## config.mk

```make
export PLATFORM = sky130hd
export DESIGN_NAME = branch_unit
export DESIGN_NICKNAME = d
export VERILOG_FILES = /design/src/rtl/branch_unit_pkg.sv /design/src/rtl/branch_unit_cond_eval.sv /design/src/rtl/branch_unit.sv
export SDC_FILE = /design/constraint.sdc
export NUM_CORES = 1
export LEC_CHECK = 0
export ABC_AREA = 1
export BUFFER_PORTS_ARGS = -buffer_cell sky130_fd_sc_hd__clkbuf_2
export CORE_MARGIN = 3
export CORE_UTILIZATION = 45
export CTS_CLUSTER_DIAMETER = 100
export DETAILED_ROUTE_END_ITERATION = 8
export HOLD_SLACK_MARGIN = 0.03
export PLACE_DENSITY = 0.89
export SETUP_SLACK_MARGIN = 0.5
export SYNTH_ARGS = -nofsm -noshare
export SYNTH_HDL_FRONTEND = slang
export SYNTH_SLANG_ARGS = --single-unit
```

## constraint.sdc

```tcl
create_clock -name clk -period 2.85 [get_ports clk]
set_clock_uncertainty 0.1 [all_clocks]
set_input_delay 0.57 -clock clk [delete_from_list [all_inputs] [get_ports clk]]
set_output_delay 0.57 -clock clk [all_outputs]
set_load 0.05 [all_outputs]
```

## src/rtl/branch_unit_pkg.sv

```systemverilog
// Shared cpu definitions for the branch unit: condition codes, flag bit
// positions and branch FSM state encoding.
package branch_unit_pkg;

   localparam int unsigned FLAG_N = 2;
   localparam int unsigned FLAG_Z = 1;
   localparam int unsigned FLAG_V = 0;

   typedef enum logic [2:0] {
      COND_NE = 3'b000,
      COND_EQ = 3'b001,
      COND_GT = 3'b010,
      COND_LT = 3'b011,
      COND_GE = 3'b100,
      COND_LE = 3'b101,
      COND_OV = 3'b110,
      COND_AL = 3'b111
   } cond_e;

   typedef enum logic {
      ST_IDLE = 1'b0,
      ST_WAIT = 1'b1
   } bu_state_e;

endpackage

```

## src/rtl/branch_unit_cond_eval.sv

```systemverilog
// Branch condition evaluator: decides whether a condition code passes
// for a given {N,Z,V} flag vector.
module cond_eval
   import branch_unit_pkg::*;
(
   input  logic [2:0] flags,
   input  logic [2:0] cond,
   output logic       pass
);

   logic n, z, v;

   always_comb begin
      n = flags[FLAG_N];
      z = flags[FLAG_Z];
      v = flags[FLAG_V];
      pass = 1'b0;
      case (cond_e'(cond))
         COND_NE: pass = ~z;
         COND_EQ: pass = z;
         COND_GT: pass = ~z & ~n;
         COND_LT: pass = n;
         COND_GE: pass = z | ~n;
         COND_LE: pass = n | z;
         COND_OV: pass = v;
         COND_AL: pass = 1'b1;
         default: pass = 1'b0;
      endcase
   end

endmodule

```

## src/rtl/branch_unit.sv

```systemverilog
// Branch resolution in decode: flag register, target generation and a
// one-cycle flag-hazard stall FSM (bypassed when FLAG_FWD_EN is defined).
module branch_unit
   import branch_unit_pkg::*;
(
   input  logic        clk,
   input  logic        rst,
   input  logic        branch,
   input  logic        branch_src,
   input  logic [2:0]  cond,
   input  logic [8:0]  imm9,
   input  logic [15:0] pc_plus2,
   input  logic [15:0] rs_data,
   input  logic [2:0]  ex_flag_we,
   input  logic        ex_n,
   input  logic        ex_z,
   input  logic        ex_v,
   input  logic        ext_stall,
   output logic        taken,
   output logic [15:0] target,
   output logic        flush_ifid,
   output logic        stall_id,
   output logic [2:0]  flags
);

   logic [2:0]  flags_q, flags_d;
   logic [2:0]  merged_flags;
   logic [2:0]  eval_flags;
   logic [15:0] imm_off;
   logic        hazard;
   logic        pass;
   bu_state_e   state_q, state_d;

   always_comb begin
      merged_flags = (flags_q & ~ex_flag_we) | ({ex_n, ex_z, ex_v} & ex_flag_we);
      flags_d      = ext_stall ? flags_q : merged_flags;
`ifdef FLAG_FWD_EN
      eval_flags = merged_flags;
      hazard     = 1'b0;
`else
      eval_flags = flags_q;
      hazard     = branch & (cond_e'(cond) != COND_AL) & (|ex_flag_we);
`endif
   end

   always_ff @(posedge clk or posedge rst) begin
      if (rst) begin
         flags_q <= '0;
         state_q <= ST_IDLE;
      end else begin
         flags_q <= flags_d;
         state_q <= state_d;
      end
   end

   cond_eval u_cond_eval (
      .flags (eval_flags),
      .cond  (cond),
      .pass  (pass)
   );

   // Offset is a word count; shift left one to get a byte offset.
   always_comb begin
      imm_off = {{6{imm9[8]}}, imm9, 1'b0};
      target  = branch_src ? rs_data : (pc_plus2 + imm_off);
   end

   // In WAIT the flags register already holds the EX result, so no re-check.
   always_comb begin
      state_d  = state_q;
      taken    = 1'b0;
      stall_id = 1'b0;
      case (state_q)
         ST_IDLE: begin
            if (hazard) begin
               stall_id = 1'b1;
               if (!ext_stall) state_d = ST_WAIT;
            end else begin
               taken = branch & pass & ~ext_stall;
            end
         end
         ST_WAIT: begin
            if (!ext_stall) begin
               taken   = branch & pass;
               state_d = ST_IDLE;
            end
         end
         default: state_d = ST_IDLE;
      endcase
      if (rst) begin
         taken    = 1'b0;
         stall_id = 1'b0;
      end
   end

   assign flush_ifid = taken;
   assign flags      = flags_q;

endmodule
```

### Word-level counts from Yosys, hierarchy flattened

Index checks and enable logic that the tools add are counted.

| storage, ports and cells | value |
|---|---|
| register bits after elaboration | 4 |

| operators by class | value |
|---|---|
| $add $sub $neg | 1 |
| equal/unequal tests | 8 |
| mux-type cells | 13 |
| bitwise operators | 15 |
| reduce and logical (&&, ||, !) cells | 2 |

Operators by type and width:

| cell | number |
|---|---|
| adder 16 bit | 1 |
| 2-to-1 mux 16 bit | 1 |
| == test 3 bit (second input constant) | 4 |
| 2-to-1 mux 1 bit | 9 |
| case mux 1 bit (8 select lines) | 1 |
| AND 3 bit | 2 |
| == test 3 x 2 -> 1 bit (second input constant) | 2 |
| AND 1 bit | 5 |
| NOT 1 bit | 4 |
| case mux 1 bit (2 select lines) | 2 |
| == test 3 x 1 -> 1 bit (second input constant) | 1 |
| zero test 3 bit | 1 |
| != test 3 bit (second input constant) | 1 |
| NOT 3 bit | 1 |
| OR 3 bit | 1 |
| OR reduction 3 bit | 1 |
| OR 1 bit | 2 |

### Longest topological paths before layout

| logic depth | value |
|---|---|
| depth after elaboration | 8 |
| depth in mapped cells | 11 |
| mapped depth without buffers | 11 |

### By module

From an unflattened synthesis, not the netlist that was laid out.

| second synthesis, totals | value |
|---|---|
| cells, all modules | 262 |
| area, all modules | 1367.6 um^2 |

Modules (own cells, without submodules):

| module | times used | cells each | area an instance (um^2) | seq. area each (um^2) |
|---|---|---|---|---|
| branch_unit | 1 | 247 | 1296.2 | 100.1 |
| cond_eval | 1 | 15 | 71.3 | 0.0 |

### Worst setup path after synthesis

Ideal clock, no wire load.

| timing | value |
|---|---|
| path type | input to output |
| start | input port imm9[0] |
| end | output port target[2] |
| arrival time | 2.359 ns |
| required time | 2.180 ns |
| setup slack | -0.179 ns |
| stages on the path | 4 |
| cells stage by stage | ha_1 > inv_1 > fa_1 > o21ai_0 |

| between the ends | value |
|---|---|
| word-level cells in the longest chain between the ends | 2 |

RTL lines:

| item | RTL line | source |
|---|---|---|
| start, declared | branch_unit.sv:11 | `input logic [8:0] imm9,` |
| adder 16 bit | branch_unit.sv:65 | `target = branch_src ? rs_data : (pc_plus2 + imm_off);` |
| 2-to-1 mux 16 bit | branch_unit.sv:65 |  |
| end, declared | branch_unit.sv:20 | `output logic [15:0] target,` |

Every way passes these cells.

### Final worst setup path

| timing | value |
|---|---|
| start | input port imm9[8] |
| end | output port target[15] |

Same word-level chain as after synthesis.

==> impl_metrics.yaml <==
floorplan:
  start_util_pct: 48.0
  die_h_um: 60.7
  dieArea_um2: 3690
  ios: 77
  rows: 19
  core_um2: 2810
  die_w_um: 60.7
timing:
  report.final.slew_viol_count: 0
  fmax_mhz: 367
  worstMarginPinSlew_ns: 0.572
  rsz0062_at_grt: "true"
  hold_viol: 0
  fin_setup_tns_ns: 0
  slew_headroom_pct: 61.9
  period_share_pct: 95.7
  layout_min_cycle_time_ns: 2.73
  setup_viol: 0
global_routing:
  grt_max_degree: 19
  grt_pass1_wl_um: 7920
  gr-total-overflow: 0
  grt_antenna_before_repair: 0
  grt_pass1_vias: 1927
  grt_use_total_pct: 27.9
critical_path:
  critPathKind: "input port to output port"
  start_kind: "input port"
  critPathRequiredTime_ns: 2.18
  crit_arrival_ns: 2.06
  timing.rr.start: "state_q"
  startpoint: "imm9[8]"
  worst-path-max-fanout: 7
  rrSetupSlack_ns: 1.91
  cp-end-kind: "output port"
cts:
  cts_buffers: 3
  tritoncts: "done"
  root_buffer: "clkbuf_4"
  cts_sinks: 4
  clk_pin_slew_ns: 0.04
  cts_hold_buf: 0
  clock_path_buffers: 2
  htreeDepth: 1
  clock_latency_ns: 0.25
power_and_ir_drop:
  peakVddDrop_mv: 0.244
  power_density_nw_per_um2: 328
  leakage_uw: 0.00142
final_layout:
  layoutNonFillerInstCount: 382
  nets: 423
  layout-drive-gt1-share_pct: 48.7
  fin_util_pct: 90.9
  diodes: 0
  area_delta_synth_final_pct: 89.2
synthesis:
  synth-seq-area-share_pct: 7.43
  synth-async-reset-ratio_pct: 100
  synth_largest_area_cell: "nand2_1"
  synth_area_leaders: "nand2_1, inv_1, ha_1"
  synthFlopType: "dfrtp_1"
  synth_cell_types: 25
  synth_area_um2: 1350
  synth_edf_count: 0
  synthCells: 265
  synth-seq-cells: 4
  synth_warnings: 0
  synthMostInstantiatedCell: "nand2_1"
  yosysTopAreaCellShare_pct: 30.9
  synthTopCellsByCount: "nand2_1, inv_1, nand3_1"
  syn_area_per_cell_um2: 5.09
  synth_nets: 335
route:
  routedWlPerCell_um: 18.2
  drt_pass1_iterations: 6
  routed-via-count: 2346
  avgViaCountPerCell: 6.14
  drtAntennaViolNets: 0
  drc: 0
  drt-initial-drc-count: 269
  drt-total-wl_um: 6940
flow_run:
  drv_cap: 0
place:
  gp_congestion: 0.953
  placed_cells: 371
  dp_hpwl_um: 3230
  numPortBuffers: 76
hold_path:
  min_path_type: "input port to async pin"
run_status:
  outcome: "completed"
-- metrics by stage --
stage,hold WS (ns),worst slack [ns],total power [µW],instance area [µm²]
2_1_floorplan,0.245,0.461,410,1450
6_report,0.111,0.122,835,2550
3_3_place_gp,0.355,0.0367,518,1870
3_5_place_dp,0.360,0.0240,523,1870
5_1_grt,0.146,0.0706,864,2550
4_1_cts,0.108,0.214,720,2350
-- cell usage in the layout (no fill, tap or decap) --
cell / Yosys / routed
a21oi_1: 13 / 10
a21oi_2: 0 / 3
a31oi_1: 3 / 3
a32o_1: 1 / 1
and2_4: 0 / 1
buf_4: 2 / 12
buf_6: 0 / 7
buf_8: 0 / 5
clkbuf_16: 0 / 6
clkbuf_2: 0 / 53
clkbuf_4: 0 / 3
clkbuf_8: 0 / 4
dfrtp_1: 4 / 4
fa_2: 0 / 1
ha_4: 0 / 14
inv_1: 51 / 43
inv_2: 0 / 7
inv_4: 0 / 1
nand2_1: 111 / 80
nand2_2: 2 / 19
nand2_4: 0 / 14
nand3_1: 26 / 16
nand3_2: 1 / 9
nand3_4: 0 / 2
nand3b_1: 2 / 2
nand4_1: 3 / 3
nor2_1: 15 / 9
nor2_2: 1 / 2
nor2_4: 0 / 5
nor3_1: 1 / 1
o21ai_0: 4 / 1
o21ai_1: 0 / 2
o21ai_2: 0 / 1
o22ai_1: 1 / 1
or2_1: 3 / 3
or2_2: 2 / 2
xnor2_1: 1 / 1
-- critical path, stage by stage --
cell and delay (ns):
clkbuf_16 0.15, ha_4 0.31, nand2_1 0.09, inv_1 0.12
nand2_1 0.12, nor2_1 0.12, nand2_1 0.08, nand3_1 0.10
nand3_1 0.12, nand2_4 0.11, clkbuf_16 0.16
-- power breakdown --
group | switching, µW | total, µW | internal [µW]
logic | 412 | 687 | 275
registers | 6.86 | 70.9 | 64.0
clock network | 29.6 | 77.1 | 47.5
-- what timing repair did --
| item | 4_1_cts | 5_1_grt |
|---|---|---|
| buffers inserted | 5 | 3 |
| endpoints found under the setup margin | 14 | 16 |
| pin swaps | 9 | 33 |
| resized for setup | 68 | 66 |
-- cell families after synthesis --
group / count (synthesis) / share of synthesized area, %
AO/OA/AOI/OAI: 22 / 8.91
XOR/XNOR: 1 / 0.650
adder cells (fa/ha/maj): 15 / 14.5
buffers and inverters: 55 / 16.0
flip-flops: 4 / 7.43
AND/OR/NAND/NOR: 168 / 52.6
-- routing by layer --
| layer | track usage, % | share of wire, % | vias to the layer above |
|---|---|---|---|
| met4 | 14.2 | 6.8 | 0 |
| met2 | 48.5 | 47 | 246 |
| met1 | 34.2 | 34 | 1036 |
| li1 | - | - | 1001 |
| met5 | 0 | 0 | - |
| met3 | 2.13 | 12 | 63 |
-- worst paths after layout --
path / endpoint / cells past startpoint
worst max-delay path: target[15] / 11
worst min-delay path: async pin / 2
worst max register to register: state_q / 5
worst min register to register: state_q / 2
max in group asynchronous: async pin / 2
min in group clk: state_q / 2
-- area by class of cell --
cell class | instances | area, µm²
multi-input cells | 206 | 1480
well taps | 31 | 38.8
clock buffers | 3 | 22.5
flip-flops and latches | 4 | 100
repair buffers | 87 | 714
inverters | 51 | 194
fillers | 100 | 255
Note: power is estimated with default switching activity, not from simulation.
